$ cat src/rtl/crossing_pkg.sv
`default_nettype none
// ============================================================================
// Module      : crossing_pkg
// Description : Shared state encodings and light-sequence codes for the
//               crossing request stage.
// Revision    : 1.0 - initial release
// ============================================================================
package crossing_pkg;

    localparam logic [1:0] IDLE    = 2'd0;
    localparam logic [1:0] PENDING = 2'd1;
    localparam logic [1:0] REQUEST = 2'd2;
    localparam logic [1:0] WALK    = 2'd3;

    // Pedestrian/cyclist green as reported by the controller.
    localparam logic [4:0] WALK_CODE = 5'b10100;

endpackage
`default_nettype wire

$ cat src/rtl/button_debounce.sv
`default_nettype none
// ============================================================================
// Module      : button_debounce
// Description : Two-flop synchroniser, stability-count debouncer and
//               single-cycle rising-edge pulse for a raw push-button.
// Revision    : 1.0 - initial release
// ============================================================================
module button_debounce #(
    parameter int DEBOUNCE_CYCLES = 4
) (
    input  logic clock,
    input  logic reset,
    input  logic button_in,
    output logic clean,
    output logic press
);

    localparam logic [3:0] c_CNT_LAST = 4'(DEBOUNCE_CYCLES - 1);

    logic       r_s1;
    logic       r_s2;
    logic       r_clean;
    logic       r_clean_d;
    logic [3:0] r_cnt;

    always_ff @(posedge clock) begin
        if (reset) begin
            r_s1 <= 1'b0;
            r_s2 <= 1'b0;
        end else begin
            r_s1 <= button_in;
            r_s2 <= r_s1;
        end
    end

    // The clean level only follows s2 after it has differed for the full window.
    always_ff @(posedge clock) begin
        if (reset) begin
            r_clean <= 1'b0;
            r_cnt   <= 4'd0;
        end else if (r_s2 == r_clean) begin
            r_cnt <= 4'd0;
        end else if (r_cnt == c_CNT_LAST) begin
            r_clean <= r_s2;
            r_cnt   <= 4'd0;
        end else begin
            r_cnt <= r_cnt + 4'd1;
        end
    end

    always_ff @(posedge clock) begin
        if (reset) begin
            r_clean_d <= 1'b0;
        end else begin
            r_clean_d <= r_clean;
        end
    end

    assign clean = r_clean;
    assign press = r_clean & ~r_clean_d;

endmodule
`default_nettype wire

$ cat src/rtl/crossing_request.sv
`default_nettype none
// ============================================================================
// Module      : crossing_request
// Description : Request stage for the crossing light controller: debounced
//               button, WAIT lamp, start request and road-green hold-off.
// Revision    : 1.0 - initial release
// ============================================================================
module crossing_request
    import crossing_pkg::*;
#(
    parameter int DEBOUNCE_CYCLES = 4,
    parameter int MIN_GAP_CYCLES  = 8
) (
    input  logic       clock,
    input  logic       reset,
    input  logic       button,
    input  logic [4:0] lightseq,
    output logic       start,
    output logic       wait_lamp,
    output logic [7:0] served
);

    logic [1:0] r_state;
    logic [1:0] w_next_state;
    logic [7:0] r_gap_cnt;
    logic [7:0] r_served;
    logic       w_clean;
    logic       w_press;
    logic       w_walk_seen;
    logic       w_walk_exit;

    button_debounce #(
        .DEBOUNCE_CYCLES (DEBOUNCE_CYCLES)
    ) u_debounce (
        .clock     (clock),
        .reset     (reset),
        .button_in (button),
        .clean     (w_clean),
        .press     (w_press)
    );

    assign w_walk_seen = (lightseq == WALK_CODE);
    assign w_walk_exit = (r_state == WALK) && !w_walk_seen;

    always_ff @(posedge clock) begin
        if (reset) begin
            r_state <= IDLE;
        end else begin
            r_state <= w_next_state;
        end
    end

    // Presses outside IDLE are dropped: there is no request queue.
    always_comb begin
        w_next_state = r_state;
        case (r_state)
            IDLE:    if (w_press)           w_next_state = PENDING;
            PENDING: if (r_gap_cnt == 8'd0) w_next_state = REQUEST;
            REQUEST: if (w_walk_seen)       w_next_state = WALK;
            WALK:    if (!w_walk_seen)      w_next_state = IDLE;
            default:                        w_next_state = IDLE;
        endcase
    end

    always_comb begin
        start     = 1'b0;
        wait_lamp = 1'b0;
        case (r_state)
            PENDING: wait_lamp = 1'b1;
            REQUEST: begin
                start     = 1'b1;
                wait_lamp = 1'b1;
            end
            default: begin
                start     = 1'b0;
                wait_lamp = 1'b0;
            end
        endcase
    end

    // Road-green hold-off restarts each time a walk phase finishes.
    always_ff @(posedge clock) begin
        if (reset) begin
            r_gap_cnt <= 8'd0;
        end else if (w_walk_exit) begin
            r_gap_cnt <= 8'(MIN_GAP_CYCLES);
        end else if (r_gap_cnt != 8'd0) begin
            r_gap_cnt <= r_gap_cnt - 8'd1;
        end
    end

    always_ff @(posedge clock) begin
        if (reset) begin
            r_served <= 8'd0;
        end else if (w_walk_exit) begin
            r_served <= r_served + 8'd1;
        end
    end

    assign served = r_served;

    logic w_unused;
    assign w_unused = w_clean;

endmodule
`default_nettype wire

$ cat config.mk
export PLATFORM = sky130hd
export DESIGN_NAME = crossing_request
export DESIGN_NICKNAME = d
export VERILOG_FILES = /design/src/rtl/crossing_pkg.sv /design/src/rtl/button_debounce.sv /design/src/rtl/crossing_request.sv
export SDC_FILE = /design/constraint.sdc
export NUM_CORES = 1
export LEC_CHECK = 0
export CORE_MARGIN = 5
export CORE_UTILIZATION = 57
export CTS_CLUSTER_SIZE = 30
export DETAILED_ROUTE_END_ITERATION = 8
export DONT_BUFFER_PORTS = 1
export MAX_ROUTING_LAYER = met4
export PLACE_DENSITY = 0.73
export SLEW_MARGIN = 5
export SYNTH_ARGS = -nofsm -noshare
export SYNTH_HDL_FRONTEND = slang
export SYNTH_SLANG_ARGS = --single-unit
$ cat constraint.sdc
create_clock -name clock -period 2.4 [get_ports clock]
set_clock_uncertainty 0.2 [all_clocks]
set_input_delay 0.48 -clock clock [delete_from_list [all_inputs] [get_ports clock]]
set_output_delay 0.48 -clock clock [all_outputs]
set_load 0.005 [all_outputs]
==> results of run 1 <==
==> registers in the layout (all words and copies together) (netlist names) <==
| signal | cells |
|---|---|
| r_gap_cnt | 8 |
| served | 8 |
| u_debounce.r_cnt | 4 |
| r_state | 2 |
| u_debounce.clean | 1 |
| u_debounce.r_clean_d | 1 |
| u_debounce.r_s1 | 1 |
| u_debounce.r_s2 | 1 |
==> power by group through the flow <==
stage / sequential, uW / combinational [uW] / clock (uW)
floorplan: 578 / 383 / 0
CTS: 586 / 442 / 303
global route: 596 / 519 / 324
detailed placement: 596 / 434 / 0
finish: 585 / 440 / 297
global placement: 590 / 432 / 0
==> worst max-delay path, cell delays in order (launching register included) <==
cell and delay [ps]:
sky130_fd_sc_hd__dfxtp_1 410, sky130_fd_sc_hd__inv_1 100, sky130_fd_sc_hd__ha_1 340
==> per-stage QoR <==
stage               worst slack [ps]  total power [uW]  hold slack, ps
floorplan                        691               961             214
global placement                 620              1020             218
detailed placement               584              1030             228
CTS                              552              1330           0.338
global route                     439              1440            77.2
finish                           550              1320            89.2
==> final cells by class <==
cell class	instances	area, um2
fill	186	808
clock buffer	3	22.5
timing repair buffer	2	20.0
sequential	26	520
inverter	7	26.3
tap	28	35.0
clock inverter	1	30.0
multi-input combinational	101	728
==> cells in the mapped netlist, drive strengths merged, types with 2 or more instances <==
cell type	count	area (um2)
a21boi	2	18.8
a21oi	7	35.0
and3	2	12.5
buf	2	12.5
clkbuf	3	11.3
dfxtp	26	521
ha	9	113
inv	7	26.3
nand2	5	18.8
nand2b	2	12.5
nor2	23	86.3
nor2b	2	12.5
nor3	2	10.0
nor3b	2	20.0
o2111ai	5	43.8
o211ai	2	15.0
o21ai	4	23.8
o41ai	2	17.5
or3	3	23.8
xnor2	7	61.3
xor2	8	70.1
==> cell usage in the layout, fill, tap and decap left out, drive strengths merged, types with 2 or more instances in the layout <==
master / instances
xnor2: 7
o211ai: 2
clkbuf: 3
o2111ai: 5
o41ai: 2
a21oi: 7
xor2: 8
nor2: 23
or3: 3
dlygate4sd3: 2
nor2b: 2
nor3b: 2
nand2: 5
nand2b: 2
inv: 7
ha: 9
a21boi: 2
and3: 2
nor3: 2
o21ai: 4
dfxtp: 26
==> layer usage <==
metal  global-route usage [%]  wire (um)  part of all wire, %
met5                        -          0                    0
met4                     6.62         36                  1.6
met3                     3.56        103                  4.6
met1                     17.3        986                   44
met2                     26.0       1130                   50
==> path summary, 6_finish.rpt <==
check	end	start	slack, ps	depth (start not counted)
max	wait_lamp	r_state[0]$_SDFFE_PP0P_	550	2
min	u_debounce.r_s1$_SDFF_PP0_	button	90	1
max reg2reg	r_state[1]$_SDFFE_PP0P_	r_gap_cnt[0]$_SDFFE_PP0P_	630	6
min reg2reg	u_debounce.r_s2$_SDFF_PP0_	u_debounce.r_s1$_SDFF_PP0_	260	1
==> cells by family (layout without fill, tap and decap cells) <==
kind of cell	Yosys count	in the layout	synth area share, %
AO/OA/AOI/OAI	25	25	13.8
XOR/XNOR	15	15	10.1
adder cells (fa/ha/maj)	9	9	8.67
buffers and inverters	12	13	3.85
flip-flops	26	26	40.1
multiplexers	1	1	0.771
AND/OR/NAND/NOR	51	51	22.7
==> results.txt, run 1 <==
Biggest fanout along the worst timing path: 4. Floorplan die width: 57.7 um. In this run the cell area measured after placement is 0.00131 mm2. The total of buffers placed on input and output ports was 0; the final cell count without fillers was 168. The share of total power dissipated in the clock network is 22.4%. The number of storage elements in the synthesis netlist was 26. The combinational group share of total power came out at 33.3%. The utilization after layout came out at 63.1%.

The fraction of power consumed by sequential logic was 44.3%; the post-route DRC violation count was 0. The slew of the pin with the lowest slew margin was 504 ps; the post-synthesis to final-layout area growth was 6.45%. Measured against its own limit, the worst slew margin works out to 66.3%. The total count of hold-check failures in the final report was 0.

The share of post-route cells with drive strength above 1 was 8.57%. The worst setup path is captured at an output port. Sequential fraction of the synthesis area: 40.1%.

Data arrives at the worst endpoint at 1170 ps. The clock transition at the registers of the reported paths is 140 ps, and the worst supply voltage drop on vdd is 580 uV. The detailed placer's ending HPWL was 1700 um. Subtracting the final worst setup slack from the clock period gives 1850 ps.

The routed design has 2250 um of wire. The clock passes through at most 2 buffers. The die covers 0.00333 mm2.

The number of distinct library cells after synthesis was 40; the placed instance count was 162. The type of the setup path with the least slack is flip-flop to output port. After routing the design area is 0.00138 mm2.

The routability congestion estimate from global placement was 0.720. The logs give 1 for the count of hold buffers inserted by post-cts repair and 0 for the post-CTS setup-driven buffer insertion count. The initial utilization of the core area, before any placement, comes to 59.3%. Of the total power, the share spent switching nets is 32.5%.

For the total negative slack for setup checks, the log shows 0 ps. The tools report the number of global-route vias before repair as 925. The worst path required time was 1720 ps; the number of enable flip-flop cells after synthesis was 0. Launching element type of the critical path: a flip-flop. The cell area that synthesis handed to floorplanning was 0.00130 mm2. The count of nets left with antenna violations once routing finished came out at 0. The tools report the number of H-tree levels as 1. The run finished with clean final reports. Cell at the root of the clock tree: sky130_fd_sc_hd__clkbuf_4. The run gives 0 as the number of setup violations in the final report. The initial antenna violation count was 0; the post-detailed-route wirelength per cell was 13.4 um. The core region is 0.00219 mm2.

Most frequently used flop master after synthesis: sky130_fd_sc_hd__dfxtp_1. Counting every sink on the clock net gives 26. The post-layout net count is 158, and the maximum number of pins on one net before global-route repair is 20. TritonCTS built the clock tree. The tool flagged a number of max-cap violations equal to 0. The total iterations of the first detailed-routing run is 4, and the synthesized area per cell is 9.34 um2.

For this design the top-level I/O count stands at 18. For the total number of yosys warnings, the log shows 0. The routed layout has 947 vias. Counting flops with an async set or reset pin after synthesis yields a share of 0%. The overall die height is 57.7 um, and the post-synthesis net count is 156. The number of gates resized after CTS was 0. For this block, the initial DRC count from the detailed router was 25. For this run, the top clock speed supported by timing is 540 MHz. The detail-routed via count per cell works out to 5.64. The type of the most critical hold path is input port to flip-flop. Buffers inserted during clock tree synthesis total 3. The number of inserted diodes came out at 0. The power per cell area works out to 956 mW/mm2. Global routing used 15.4% of the available tracks. The cell count after synthesis came out at 139. The static power due to leakage was 0.000524 uW.

Setup repair after global routing left no endpoint under its margin. The run gives 0 as the count of pins over their slew limit. For the worst-skew pair, the clock arrives at the later sink with an insertion delay of 320 ps. First-pass GRT wire length: 3970 um.

The number of standard-cell rows in the floorplan is 17. Portion of the clock cycle consumed by the worst path in the final layout: 77.1%. For this run the aggregate overflow at the end of global routing stands at 0.

Cell internal power was estimated by the tool at 892 uW. For this design the total switching power over the nets is 430 uW.
Note: power is estimated with default switching activity, not from simulation.
==> run 2, diff against run 1 <==
- CORE_UTILIZATION: 57 -> 55
- PLACE_DENSITY: 0.73 -> 0.74
- clock period: 2.4 -> 1.65 ns (I/O delays scaled with it)
==> results.txt, run 2 (same netlist as run 1, synthesis figures left out) <==
The signal on the critical path passes through buf_4 -> or3_4 -> nor4b_4 -> xnor2_1 -> nor2_1. The endpoint identified for the worst register-to-register timing path is r_gap_cnt[7]$_SDFFE_PP0P_. The largest delay contributor family on the critical path was simple AND/OR/NAND/NOR gates. 0 antenna diodes ended up in the layout. The most common cell after layout, fill and taps aside was sky130_fd_sc_hd__nor2_1. Routability-driven placement finished with a final weighted congestion of 0.765. Number of global-route vias before repair: 964.

The tree is rooted in a sky130_fd_sc_hd__clkbuf_4. The number of buffers inserted during clock tree synthesis came out at 3. For the met3 wire length, the log shows 115 um. The run finished with clean final reports. Setup repair after global routing could not meet its margin everywhere.

18 I/O pins were placed. No sink is reached through more buffers than the 2 on the longest clock path. The type of the setup path with the least slack is flip-flop to flip-flop. The launching element type of the critical path is a flip-flop.

Entering global routing, the biggest net connects 18 pins. The post-route DRC violation count is 0, and the highest clock frequency the design can meet is 612 MHz. After detailed routing, the average wire length per cell comes to 14.3 um. The endpoint of the worst hold path is u_debounce.r_cnt[1]$_SDFF_PP0_. The number of instances on the worst hold path was 2. TritonCTS built the clock tree.

The die is 58.6 um wide. For the floorplan die area, the log shows 0.00343 mm2. Across the VDD grid, the largest voltage drop is 916 uV. The count of buffers added on input and output ports is 0. The total cell area at the placement stage is 0.00138 mm2, and the overall die height is 58.6 um. The number of max-capacitance violations reported was 0; the starting density of the core was 58.2%. Global routing consumed, over all layers together, 15.4% of the routing resources.

The logs give 0.00223 mm2 for the placeable core region and 10 ps for the flop-to-flop setup slack. In the layout the commonest cells are 23 x sky130_fd_sc_hd__nor2_1, 20 x sky130_fd_sc_hd__dfxtp_1, 11 x sky130_fd_sc_hd__buf_4. Fill cells in the final layout number 167. The tools report the count of pins over their slew limit as 0. The power per cell area was 1450 mW/mm2; the minimum clock period was 1640 ps. The logic depth of the worst register-to-register path was 5. The clock transition at the registers of the reported paths was 140 ps. The number of antenna-violating nets in the routed design is 0, and the post-synthesis to final-layout area growth is 18.8%.

The detail-routed via count per cell was 5.61. The run gives 1670 ps as the worst path required time. For this block, the routed nets add up to 2560 um of wire. Detailed placement finished with a half-perimeter wire length of 1830 um. After floorplanning, the core was divided into 17 placement rows.

The number of setup violations in the final report was 0; the violation count after the first detailed-route iteration was 7. The net count of the finished layout is 169. STA puts the critical path data arrival time at 1660 ps. Routed signal wires occupy layers up through met4. The first-pass GRT wire length was 4040 um; the worst stage delay on the critical path was 410 ps.

Headroom to the max-slew limit came out at 62.7%. For the utilization after layout, the log shows 69.1%. The total overflow left after global routing is 0. For the amount of wire on met2 after detailed routing, the log shows 1360 um. The first detailed-routing pass ran for 4 iterations. The number of H-tree levels is 1. Clock tree synthesis found a total of 26 sinks. The run gives 1070 um as the met1 routed wirelength after detailed routing.

The reg-to-reg critical path startpoint is r_gap_cnt[1]$_SDFFE_PP0P_. The analysis attributes to cell leakage a power of 0.000605 uW. The biggest fanout along the worst timing path was 3.

Of the available clock period, the critical path in the final layout requires 99.1%. After routing the design area is 0.00154 mm2. The worst hold path begins at reset. Kind of capture point of the worst setup path: a flip-flop. The final route contains 1,005 vias. The total count of hold-check failures in the final report was 0. The initial antenna violation count came out at 0. At the pin with the least slew margin, the transition time is 559 ps. In the final layout, the share of cells above drive strength 1 is 26.5%.

Overall power consumption after layout is estimated at 2240 uW. The slowest stage of the critical path is the sky130_fd_sc_hd__or3_4 cell. The buffer and inverter count on the worst path was 1; the insertion delay of the later-clocked pin in the worst-skew pair was 320 ps. The worst hold path belongs to the class input port to flip-flop.
-- run 2: metrics by stage --
stage | hold slack, ps | cells | setup TNS [ps] | setup WS, ps
final | 23.7 | 179 | 0 | 14.7
after global routing | 2.80 | 179 | -103 | -39.8
after CTS | 7.02 | 178 | 0 | 0.835
after detailed placement | 201 | 171 | -183 | -96.2
after global placement | 200 | 171 | 0 | 14.4
after floorplan | 214 | 139 | 0 | 47.6
-- run 2: how the worst max path moves through the flow --
stage | startpoint | endpoint | depth (start not counted) | slack, ps
final | r_gap_cnt[1]$_SDFFE_PP0P_ | r_gap_cnt[7]$_SDFFE_PP0P_ | 5 | 10
after global routing | r_gap_cnt[1]$_SDFFE_PP0P_ | r_gap_cnt[7]$_SDFFE_PP0P_ | 5 | -40
after CTS | r_gap_cnt[1]$_SDFFE_PP0P_ | r_gap_cnt[7]$_SDFFE_PP0P_ | 5 | 0.8
after detailed placement | r_gap_cnt[0]$_SDFFE_PP0P_ | r_state[0]$_SDFFE_PP0P_ | 6 | -100
after global placement | lightseq[0] | r_state[1]$_SDFFE_PP0P_ | 4 | 10
after floorplan | r_gap_cnt[0]$_SDFFE_PP0P_ | r_state[1]$_SDFFE_PP0P_ | 6 | 50
-- run 2: area by class of cell --
| class | count | area, um2 | share of cell area [%] |
|---|---|---|---|
| Inverter | 7 | 26.3 | 1.70 |
| Timing Repair Buffer | 13 | 105 | 6.81 |
| Clock inverter | 1 | 30.0 | 1.95 |
| Tap cell | 28 | 35.0 | 2.27 |
| Clock buffer | 3 | 22.5 | 1.46 |
| Multi-Input combinational cell | 101 | 793 | 51.4 |
| Sequential cell | 26 | 531 | 34.4 |
-- run 2: what timing repair did --
item	in CTS	in global routing
cloned	0	0
setup endpoints to repair	6	10
hold endpoints to repair	17	0
hold buffers	2	0
resized for setup	3	20
pin swaps	2	7
buffers inserted	1	1
-- run 2: where the power goes --
group,switching [uW],internal (uW)
Sequential,132,738
Clock,188,246
Combinational,432,502
Total,752,1490
-- run 2: layer usage --
layer  vias to the layer above  GRT usage (%)
li1                        506              -
met1                       482           16.8
met2                        15           26.5
met3                         2           4.17
met4                         0           6.15
met5                         -              -
